<file path="config.mk">
export PLATFORM = sky130hd
export DESIGN_NAME = mem_ctrl
export DESIGN_NICKNAME = d
export VERILOG_FILES = /design/src/rtl/mem_ctrl.sv
export SDC_FILE = /design/constraint.sdc
export NUM_CORES = 1
export LEC_CHECK = 0
export CORE_MARGIN = 1
export CORE_UTILIZATION = 39
export DETAILED_ROUTE_END_ITERATION = 8
export PLACE_DENSITY_LB_ADDON = 0.15
export SYNTH_ARGS = -nofsm -noshare
export SYNTH_HDL_FRONTEND = slang
export SYNTH_SLANG_ARGS = --single-unit
</file>
<file path="constraint.sdc">
create_clock -name clk -period 18.4 [get_ports clk]
set_input_delay 4.6 -clock clk [delete_from_list [all_inputs] [get_ports clk]]
set_output_delay 4.6 -clock clk [all_outputs]
set_load 0.02 [all_outputs]
</file>
<file path="src/rtl/mem_ctrl.sv">
// Byte-serial memory controller: arbitrates IF fetches and MEM loads/stores onto
// an 8-bit single-port RAM, assembling little-endian words and pulsing completion.
module mem_ctrl #(
    parameter int ADDR_WIDTH = 32
) (
    input  logic                  clk,
    input  logic                  rst,
    input  logic                  rdy,
    input  logic                  if_req,
    input  logic [ADDR_WIDTH-1:0] if_addr,
    input  logic                  if_cancel,
    output logic [31:0]           if_inst,
    output logic                  if_done,
    input  logic                  mem_req,
    input  logic                  mem_wr,
    input  logic [ADDR_WIDTH-1:0] mem_addr,
    input  logic [1:0]            mem_type,
    input  logic [31:0]           mem_wdata,
    output logic [31:0]           mem_rdata,
    output logic                  mem_done,
    input  logic [7:0]            ram_din,
    output logic [7:0]            ram_dout,
    output logic [ADDR_WIDTH-1:0] ram_addr,
    output logic                  ram_wr
);

    typedef enum logic [2:0] {
        IDLE,
        IF_READ,
        MEM_READ,
        MEM_WRITE,
        DONE
    } state_t;

    state_t                state;
    logic [2:0]            cnt;
    logic [2:0]            len;
    logic [ADDR_WIDTH-1:0] base;
    logic [31:0]           wdata;
    logic [31:0]           result;
    logic                  ram_wr_q;

    logic [2:0]            cnt_next;
    logic [ADDR_WIDTH-1:0] next_addr;
    logic [2:0]            mem_len;
    logic [7:0]            next_wbyte;
    logic [1:0]            cap_idx;
    logic [31:0]           captured;

    assign cnt_next   = cnt + 3'd1;
    assign next_addr  = base + ADDR_WIDTH'(cnt_next);
    assign next_wbyte = wdata[{cnt_next[1:0], 3'b000} +: 8];

    // The RAM is frozen by the same rdy, so a stalled write must never reach it.
    assign ram_wr = ram_wr_q & rdy;

    always_comb begin
        case (mem_type)
            2'b00:   mem_len = 3'd1;
            2'b01:   mem_len = 3'd2;
            default: mem_len = 3'd4;
        endcase
    end

    // ram_din always carries the byte addressed one cycle earlier, i.e. byte cnt-1.
    always_comb begin
        cap_idx  = cnt[1:0] - 2'd1;
        captured = result;
        captured[{cap_idx, 3'b000} +: 8] = ram_din;
    end

    always_ff @(posedge clk or posedge rst) begin
        if (rst) begin
            state     <= IDLE;
            cnt       <= '0;
            len       <= '0;
            base      <= '0;
            wdata     <= '0;
            result    <= '0;
            ram_wr_q  <= 1'b0;
            ram_addr  <= '0;
            ram_dout  <= '0;
            if_inst   <= '0;
            if_done   <= 1'b0;
            mem_rdata <= '0;
            mem_done  <= 1'b0;
        end else if (rdy) begin
            case (state)
                IDLE: begin
                    if (mem_req) begin
                        base     <= mem_addr;
                        len      <= mem_len;
                        wdata    <= mem_wdata;
                        result   <= '0;
                        cnt      <= '0;
                        ram_addr <= mem_addr;
                        if (mem_wr) begin
                            state    <= MEM_WRITE;
                            ram_wr_q <= 1'b1;
                            ram_dout <= mem_wdata[7:0];
                        end else begin
                            state <= MEM_READ;
                        end
                    end else if (if_req && !if_cancel) begin
                        base     <= if_addr;
                        len      <= 3'd4;
                        wdata    <= '0;
                        result   <= '0;
                        cnt      <= '0;
                        ram_addr <= if_addr;
                        state    <= IF_READ;
                    end
                end

                IF_READ, MEM_READ: begin
                    if (state == IF_READ && if_cancel) begin
                        state    <= IDLE;
                        ram_addr <= '0;
                        result   <= '0;
                        cnt      <= '0;
                    end else begin
                        if (cnt != 3'd0) begin
                            result <= captured;
                        end
                        if (cnt == len) begin
                            state    <= DONE;
                            ram_addr <= '0;
                            cnt      <= '0;
                            if (state == IF_READ) begin
                                if_inst <= captured;
                                if_done <= 1'b1;
                            end else begin
                                mem_rdata <= captured;
                                mem_done  <= 1'b1;
                            end
                        end else begin
                            cnt      <= cnt_next;
                            ram_addr <= (cnt_next < len) ? next_addr : '0;
                        end
                    end
                end

                MEM_WRITE: begin
                    if (cnt_next == len) begin
                        state    <= DONE;
                        ram_wr_q <= 1'b0;
                        ram_addr <= '0;
                        ram_dout <= '0;
                        cnt      <= '0;
                        mem_done <= 1'b1;
                    end else begin
                        cnt      <= cnt_next;
                        ram_addr <= next_addr;
                        ram_dout <= next_wbyte;
                    end
                end

                DONE: begin
                    state    <= IDLE;
                    if_done  <= 1'b0;
                    mem_done <= 1'b0;
                end

                default: begin
                    state <= IDLE;
                end
            endcase
        end
    end

endmodule

</file>
==> Word level (Yosys, flattened, before mapping) <==
Cells that the tools add are included.
{ "word_totals": {"in_bits": 113, "ff_bits": 212, "elab_cells": 111, "output_inout_bits": 107} }
{ "op_classes": {"eq_ne": 17, "n_reduce_logical": 23, "n_mux": 47, "add_sub_neg": 4, "bitwise_logic": 3, "shift": 3, "order_cmp": 1} }
{ "op_table": {"columns": ["operator", "count"], "rows": [
  ["2-to-1 mux 32 bit", 11],
  ["case mux 32 bit (3 select lines)", 1],
  ["case mux 32 bit (2 select lines)", 1],
  ["2-to-1 mux 3 bit", 12],
  ["adder 32 x 3 -> 32 bit", 1],
  ["bitwise mux 32 bit", 1],
  ["variable shift 8 x 7 -> 32 bit, first input constant", 1],
  ["indexed part select 32 x 6 -> 8 bit", 1],
  ["indexed part select 8 x 7 -> 32 bit", 1],
  ["2-to-1 mux 8 bit", 3],
  ["AND reduction 5 bit", 4],
  ["case mux 3 bit (3 select lines)", 2],
  ["case mux 8 bit (2 select lines)", 1],
  ["inequality test 2 bit, second input constant", 7],
  ["AND reduction 4 bit", 3],
  ["2-to-1 mux 1 bit", 11],
  ["inequality test 3 bit, second input constant", 3],
  ["nonzero test 3 bit", 3],
  ["nonzero test 2 bit", 4],
  ["negator 5 -> 7 bit", 1],
  ["== test 3 x 2 -> 1 bit, second input constant", 2],
  ["== test 3 bit", 2],
  ["case mux 3 bit (2 select lines)", 1],
  ["AND reduction 3 bit", 2],
  ["other kinds (16)", 19]
]} }

==> Logic depth before layout (Yosys ltp) <==
Gate-level depths: netlist of the first run.
{ "depth": {"ltp_word": 7, "ltp_mapped": 9, "depth_no_buf": 8} }

==> Least setup slack after synthesis of the first run <==
No wires, ideal clock.
{ "synth_path": {"kind": "input to output", "startpoint": "in rdy", "endpoint": "out ram_wr", "setup_slack_ns": 8.990, "arrival_time_ns": 4.810, "t_required_ns": 13.800, "cell_stages": 1, "n_path_buf": 0, "path_cell_list": "and2_1"} }
{ "synth_between": {"elab_chain_cells": 1} }
{ "synth_rtl": {"columns": ["item", "line_no", "source"], "rows": [
  ["from (decl)", "8", "input logic rdy,"],
  ["bitwise AND 1 bit", "55", "assign ram_wr = ram_wr_q & rdy;"],
  ["to (decl)", "24", "output logic ram_wr"]
]} }
No other way between the ends.

==> Final worst setup path of the first run <==
Same ends and word-level chain as after synthesis.

==> impl_metrics.env, run 1 <==
export IMPL_run_status="completed"
export IMPL_synth_area_leader_cell="dfrtp_1"
export IMPL_cts_max_level=1
export IMPL_final_layout_worst_hold_slack_ps=463
export IMPL_detailedPlacementHpwl_um=17700
export IMPL_setup_reg_to_reg_worst_slack_ps=14690
export IMPL_initial_utilization_pct=40.2
export IMPL_wl_per_cell_um=17.8
export IMPL_synth_adder_area_share_pct=1.60
export IMPL_globalplace_congestion=0.781
export IMPL_grt_pass1_wl_um=42400
export IMPL_worst_hold_path_num_cells=2
export IMPL_ant_nets=0
export IMPL_timing_hold_worst_start="mem_done$_DFFE_PP0P_"
export IMPL_synth_cell_type_count=58
export IMPL_synth_warning_count=0
export IMPL_synthFlopType="dfrtp_1"
export IMPL_met3_wirelength_um=1470
export IMPL_power_per_cell_area_nw_per_um2=161
export IMPL_final_setup_violation_count=0
export IMPL_cts_path_max_buffers=3
export IMPL_pre_cts_slack_ps=7850
export IMPL_post_synth_xor_area_fraction_pct=2.31
export IMPL_crit_path_start_kind="input port"
export IMPL_synth_sequential_area_ratio_pct=53.8
export IMPL_detail_routed_via_count_per_cell=5.38
export IMPL_clock_skew_ps=11.2
export IMPL_final_nets=1252
export IMPL_grt_remaining_overflow=0
export IMPL_postCtsResizedCells=0
export IMPL_floorplan_io_pins=220
export IMPL_critical_path_reg2reg_startpoint="cnt[0]$_DFFE_PP0P_"
export IMPL_worst_r2r_endpoint="ram_addr[15]$_DFFE_PP0P_"
export IMPL_detail_route_wirelength_met1_um=12100
export IMPL_fmax_ghz=0.0947
export IMPL_power_leakage_nw=5.72
export IMPL_final_common_cell="clkdlybuf4s50_1"
export IMPL_relSlewSlack_pct=24.0
export IMPL_holdPathEnd="mem_done$_DFFE_PP0P_"
export IMPL_fp_dieH_um=161
export IMPL_syn_area_per_cell_um2=10.5
export IMPL_slew_violations=0
export IMPL_overall_routing_resource_usage_pct=20.4
export IMPL_synth_top_family_by_area="compound AO/OA/AOI/OAI gates"
export IMPL_fp_row_count=57
export IMPL_post_cts_repair_setup_buffers=0
export IMPL_drt_wl_total_um=26100
export IMPL_areaGrowthSynthToFinish_pct=32.4
export IMPL_cts_tree="built"
export IMPL_cts_root_buf="clkbuf_16"
export IMPL_category_of_the_most_critical_setup_path="input port to output port"
export IMPL_crit_fanout=5
export IMPL_via_count=7892
export IMPL_n_antenna_cell=0
export IMPL_grt_setup_unrepaired="no"
export IMPL_layout_setup_ws_ps=7840
export IMPL_core_area_um2=24500
export IMPL_postCtsHoldBufs=0
export IMPL_synth_compound_gate_area_share_pct=20.5
export IMPL_timing_setup_tns_ps=0
export IMPL_die_w_um=161
export IMPL_syn_num_nets=1060
export IMPL_syn_cell_area_um2=9860
export IMPL_route_met2_wl_um=12000
export IMPL_post_layout_nonfiller_instances=1467
export IMPL_floorplan_die_area_um2=25900
export IMPL_synthMuxAreaShare_pct=5.28
export IMPL_synthesis_instances=935
export IMPL_grt_pass1_vias=7780
export IMPL_number_of_antenna_violations_at_the_first_check_in_global_routing=0
export IMPL_synth_async_reset_ratio_pct=100
export IMPL_post_synth_and_or_nand_nor_area_fraction_pct=13.0
export IMPL_cts_buffers=25
export IMPL_max_capacitance_violation_count=0
export IMPL_layout_drive_gt1_share_pct=6.39
export IMPL_clk_pin_slew_worst_paths_ps=60
export IMPL_routed_top_layer="met4"
export IMPL_tightestPinTransition_ps=1140
export IMPL_crit_path_end_kind="output port"
export IMPL_dp_cells=1424
export IMPL_vdd_drop_max_uv=98.0
export IMPL_final_worst_path_period_need_ps=10560
export IMPL_drt_pass1_iter_count=5
export IMPL_ff2ff_path_depth=8
export IMPL_synth_top_cells_by_area="dfrtp_1 54%, a22o_1 5.9%, a21oi_1 4.3%"
export IMPL_finalHoldViolations=0
export IMPL_required_ps=13800
export IMPL_mostFrequentLayoutCells="218 x clkdlybuf4s50_1, 212 x dfrtp_1, 89 x nor2_1"
export IMPL_finalCritPeriodShare_pct=57.4
export IMPL_largest_net_degree_at_the_start_of_global_routing=139
export IMPL_synth_top_area_share_pct=53.8
export IMPL_drc=0
export IMPL_clk_latency_worst_skew_pair_ps=520
export IMPL_worst_hold_path_type="flop to flop"
export IMPL_arrival_ps=5960
export IMPL_clock_sink_count=212
export IMPL_drt_iter0_markers=506
export IMPL_port_buffers=219
export IMPL_synth_seq_cells=212
export IMPL_synth_enable_flop_cells=0
==> Yosys cell counts, drive strengths merged, types with 3 or more instances <==
| cell | number |
|---|---|
| nor2 | 89 |
| and2 | 6 |
| mux2i | 34 |
| a21oi | 85 |
| inv | 17 |
| and4 | 6 |
| o31ai | 3 |
| a221o | 14 |
| clkbuf | 30 |
| a31oi | 7 |
| dfrtp | 212 |
| o21ai | 83 |
| and3 | 9 |
| ha | 11 |
| nor3 | 6 |
| o22a | 4 |
| nand3 | 16 |
| nor4 | 4 |
| buf | 33 |
| nor2b | 28 |
| xnor2 | 15 |
| nand2b | 3 |
| a21o | 15 |
| nand2 | 70 |
| nand4 | 12 |
| mux4 | 8 |
| xor2 | 11 |
| a22oi | 16 |
| a22o | 66 |
==> through the flow <==
stage	cell area [µm²]	total power (W)	util [%]
2_1_floorplan	9860	0.00130	-
3_3_place_gp	12300	0.00163	50.0
3_5_place_dp	12300	0.00164	50.0
4_1_cts	13100	0.00213	53.2
5_1_grt	13100	0.00224	53.2
6_report	13100	0.00211	53.2
==> per-layer routing <==
| layer | vias to the layer above | GRT usage, % |
|---|---|---|
| met1 | 3857 | 28.8 |
| met5 | - | 0 |
| met4 | 0 | 5.32 |
| met2 | 227 | 32.2 |
| li1 | 3769 | - |
| met3 | 39 | 3.78 |
==> area by class of cell <==
class	instances	area (µm²)
Clock buffer	37	721
Clock inverter	6	61.3
Inverter	18	75.1
Sequential cell	212	5310
Multi-Input combinational cell	642	4230
Tap cell	324	405
Timing Repair Buffer	228	2250
Fill cell	2246	11500
==> logic make-up after synthesis <==
logic type | after synthesis
adders and majority gates | 12
muxes | 42
AOI/OAI and AO/OA | 305
DFF | 212
and+or+nand+nor | 257
buffers and inverters | 81
xor gates and xnor gates | 26
==> worst max-delay path: stages <==
cell             delay [ps]
clkdlybuf4s50_1         600
and2_1                  160
clkdlybuf4s50_1         600
==> where the power goes <==
part	internal, W	switching, W
combinational	0.000392	0.000470
sequential	0.000636	0.000136
clock	0.000283	0.000190
total	0.00131	0.000797
==> worst max path at each step <==
stage | from | endpoint | slack, ps | cells past startpoint
final | rdy | ram_wr | 7840 | 3
after floorplan | rst | base[0]$_DFFE_PP0P_ | 8010 | 1
after detailed placement | rdy | ram_wr | 7850 | 3
after global routing | rdy | ram_wr | 7820 | 3
after global placement | rdy | ram_wr | 7850 | 3
after CTS | rdy | ram_wr | 7840 | 3
==> state kept, by name, indices dropped and copies added, names as in the netlist <==
signal / flops
ram_addr: 32
wdata: 32
len: 3
ram_wr_q: 1
base: 32
ram_dout: 8
mem_rdata: 32
mem_done: 1
result: 32
state: 3
if_inst: 32
cnt: 3
if_done: 1
No activity file was read; power rests on OpenSTA's default activity.
==> run 2, diff against run 1 <==
==> constraint.sdc (replaced) <==
create_clock -name clk -period 8.5 [get_ports clk]
set_input_delay 2.125 -clock clk [delete_from_list [all_inputs] [get_ports clk]]
set_output_delay 2.125 -clock clk [all_outputs]
set_load 0.02 [all_outputs]
==> impl_metrics.env, run 2 (synthesized netlist as in run 1, its figures left out) <==
export IMPL_power_per_cell_area_nw_per_um2=348
export IMPL_drt_wl_total_um=25800
export IMPL_overall_routing_resource_usage_pct=20.0
export IMPL_mostFrequentLayoutCells="218 x clkdlybuf4s50_1, 212 x dfrtp_1, 89 x nor2_1"
export IMPL_max_capacitance_violation_count=0
export IMPL_category_of_the_most_critical_setup_path="input port to output port"
export IMPL_cp_slowest_stage_delay_ps=600
export IMPL_num_fill_cells=2284
export IMPL_fmax_ghz=0.179
export IMPL_finalCritPeriodShare_pct=65.8
export IMPL_drt_iter0_markers=506
export IMPL_via_count=7741
export IMPL_setup_reg_to_reg_worst_slack_ps=4790
export IMPL_largest_net_degree_at_the_start_of_global_routing=145
export IMPL_pre_cts_slack_ps=2900
export IMPL_grt_pass1_wl_um=41600
export IMPL_port_buffers=219
export IMPL_required_ps=6380
export IMPL_timing_setup_tns_ps=0
export IMPL_cts_tree="built"
export IMPL_critical_path_reg2reg_startpoint="cnt[0]$_DFFE_PP0P_"
export IMPL_run_status="completed"
export IMPL_slew_violations=0
export IMPL_detail_routed_via_count_per_cell=5.28
export IMPL_worst_r2r_endpoint="ram_addr[15]$_DFFE_PP0P_"
export IMPL_relSlewSlack_pct=23.0
export IMPL_die_w_um=161
export IMPL_core_area_um2=24500
export IMPL_cts_max_level=1
export IMPL_cts_path_max_buffers=3
export IMPL_clk_pin_slew_worst_paths_ps=60
export IMPL_grt_pass1_vias=7610
export IMPL_grt_setup_unrepaired="no"
export IMPL_ant_nets=0
export IMPL_crit_fanout=5
export IMPL_drc=0
export IMPL_postCtsResizedCells=0
export IMPL_crit_path_end_kind="output port"
export IMPL_crit_slowest_cell="clkdlybuf4s50_1"
export IMPL_final_cell_area_um2=13000
export IMPL_holdPathEnd="mem_done$_DFFE_PP0P_"
export IMPL_power_leakage_nw=5.72
export IMPL_fp_row_count=57
export IMPL_globalplace_congestion=0.769
export IMPL_clock_sink_count=212
export IMPL_detailedPlacementHpwl_um=17400
export IMPL_floorplan_die_area_um2=25900
export IMPL_number_of_antenna_violations_at_the_first_check_in_global_routing=0
export IMPL_crit_top_cell="clkdlybuf4s50_1"
export IMPL_layout_drive_gt1_share_pct=6.30
export IMPL_tightestPinTransition_ps=1150
export IMPL_cts_buffers=25
export IMPL_placedInstanceArea_um2=12300
export IMPL_postCtsHoldBufs=0
export IMPL_arrival_ps=3470
export IMPL_wl_per_cell_um=17.6
export IMPL_vdd_drop_max_uv=162
export IMPL_worst_hold_path_type="flop to flop"
export IMPL_areaGrowthSynthToFinish_pct=32.3
export IMPL_n_antenna_cell=0
export IMPL_post_cts_repair_setup_buffers=0
export IMPL_final_worst_path_period_need_ps=5600
export IMPL_final_common_cell="clkdlybuf4s50_1"
export IMPL_worst_hold_path_num_cells=2
export IMPL_timing_hold_worst_start="mem_done$_DFFE_PP0P_"
export IMPL_final_nets=1252
export IMPL_final_setup_violation_count=0
export IMPL_worstPathCellList="clkdlybuf4s50_1 -> and2_1 -> clkdlybuf4s50_1"
export IMPL_fp_dieH_um=161
export IMPL_drt_pass1_iter_count=5
export IMPL_clock_skew_ps=21.1
export IMPL_initial_utilization_pct=40.2
export IMPL_layout_setup_ws_ps=2900
export IMPL_finalHoldViolations=0
export IMPL_floorplan_io_pins=220
export IMPL_crit_path_start="rdy"
export IMPL_grt_remaining_overflow=0
export IMPL_clk_latency_worst_skew_pair_ps=520
export IMPL_crit_path_start_kind="input port"
export IMPL_ff2ff_path_depth=8
export IMPL_cts_root_buf="clkbuf_16"
run 2: cell count changes in the layout (fill, tap and decap cells not counted):
cell,change
clkinv_2,-1
clkinvlp_4,-1
clkbuf_8,+3
clkbuf_1,+1
clkinv_4,-1
bufinv_16,-1
run 2: layout make-up:
class / instances / area, µm² / area share (%)
Clock inverter: 2 / 10.0 / 0.0767
Inverter: 18 / 75.1 / 0.575
Tap cell: 324 / 405 / 3.11
Multi-Input combinational cell: 642 / 4230 / 32.4
Sequential cell: 212 / 5310 / 40.7
Timing Repair Buffer: 228 / 2250 / 17.3
Clock buffer: 41 / 766 / 5.87
run 2: metal layers:
metal,global-route usage [%],up-vias,wire length [µm]
met2,31.3,188,11800
met3,4.16,26,1440
met5,0,-,0
li1,-,3755,-
met1,28.5,3772,12200
met4,4.50,0,370
run 2: metrics by stage:
stage	power, W	util (%)	cells	hold slack (ps)
2_1_floorplan	0.00281	-	935	453
3_3_place_gp	0.00353	50.0	1424	456
3_5_place_dp	0.00355	50.0	1424	464
4_1_cts	0.00459	53.2	1467	483
5_1_grt	0.00483	53.2	1467	501
6_report	0.00454	53.2	1467	475
run 2: how the worst max path moves through the flow:
stage,endpoint,slack [ps]
3_3_place_gp,ram_wr,2900
5_1_grt,ram_wr,2870
2_1_floorplan,base[0]$_DFFE_PP0P_,580
3_5_place_dp,ram_wr,2900
4_1_cts,ram_wr,2890
6_report,ram_wr,2900
run 2: power breakdown:
group / switching (W) / internal, W
clock network: 0.000408 / 0.000608
logic: 0.00101 / 0.000846
registers: 0.000295 / 0.00138
total: 0.00171 / 0.00283
run 2: critical path: cells and delay by family:
family / cells / cell delay [ps]
simple gates: 1 / 160
buf+inv: 2 / 1180
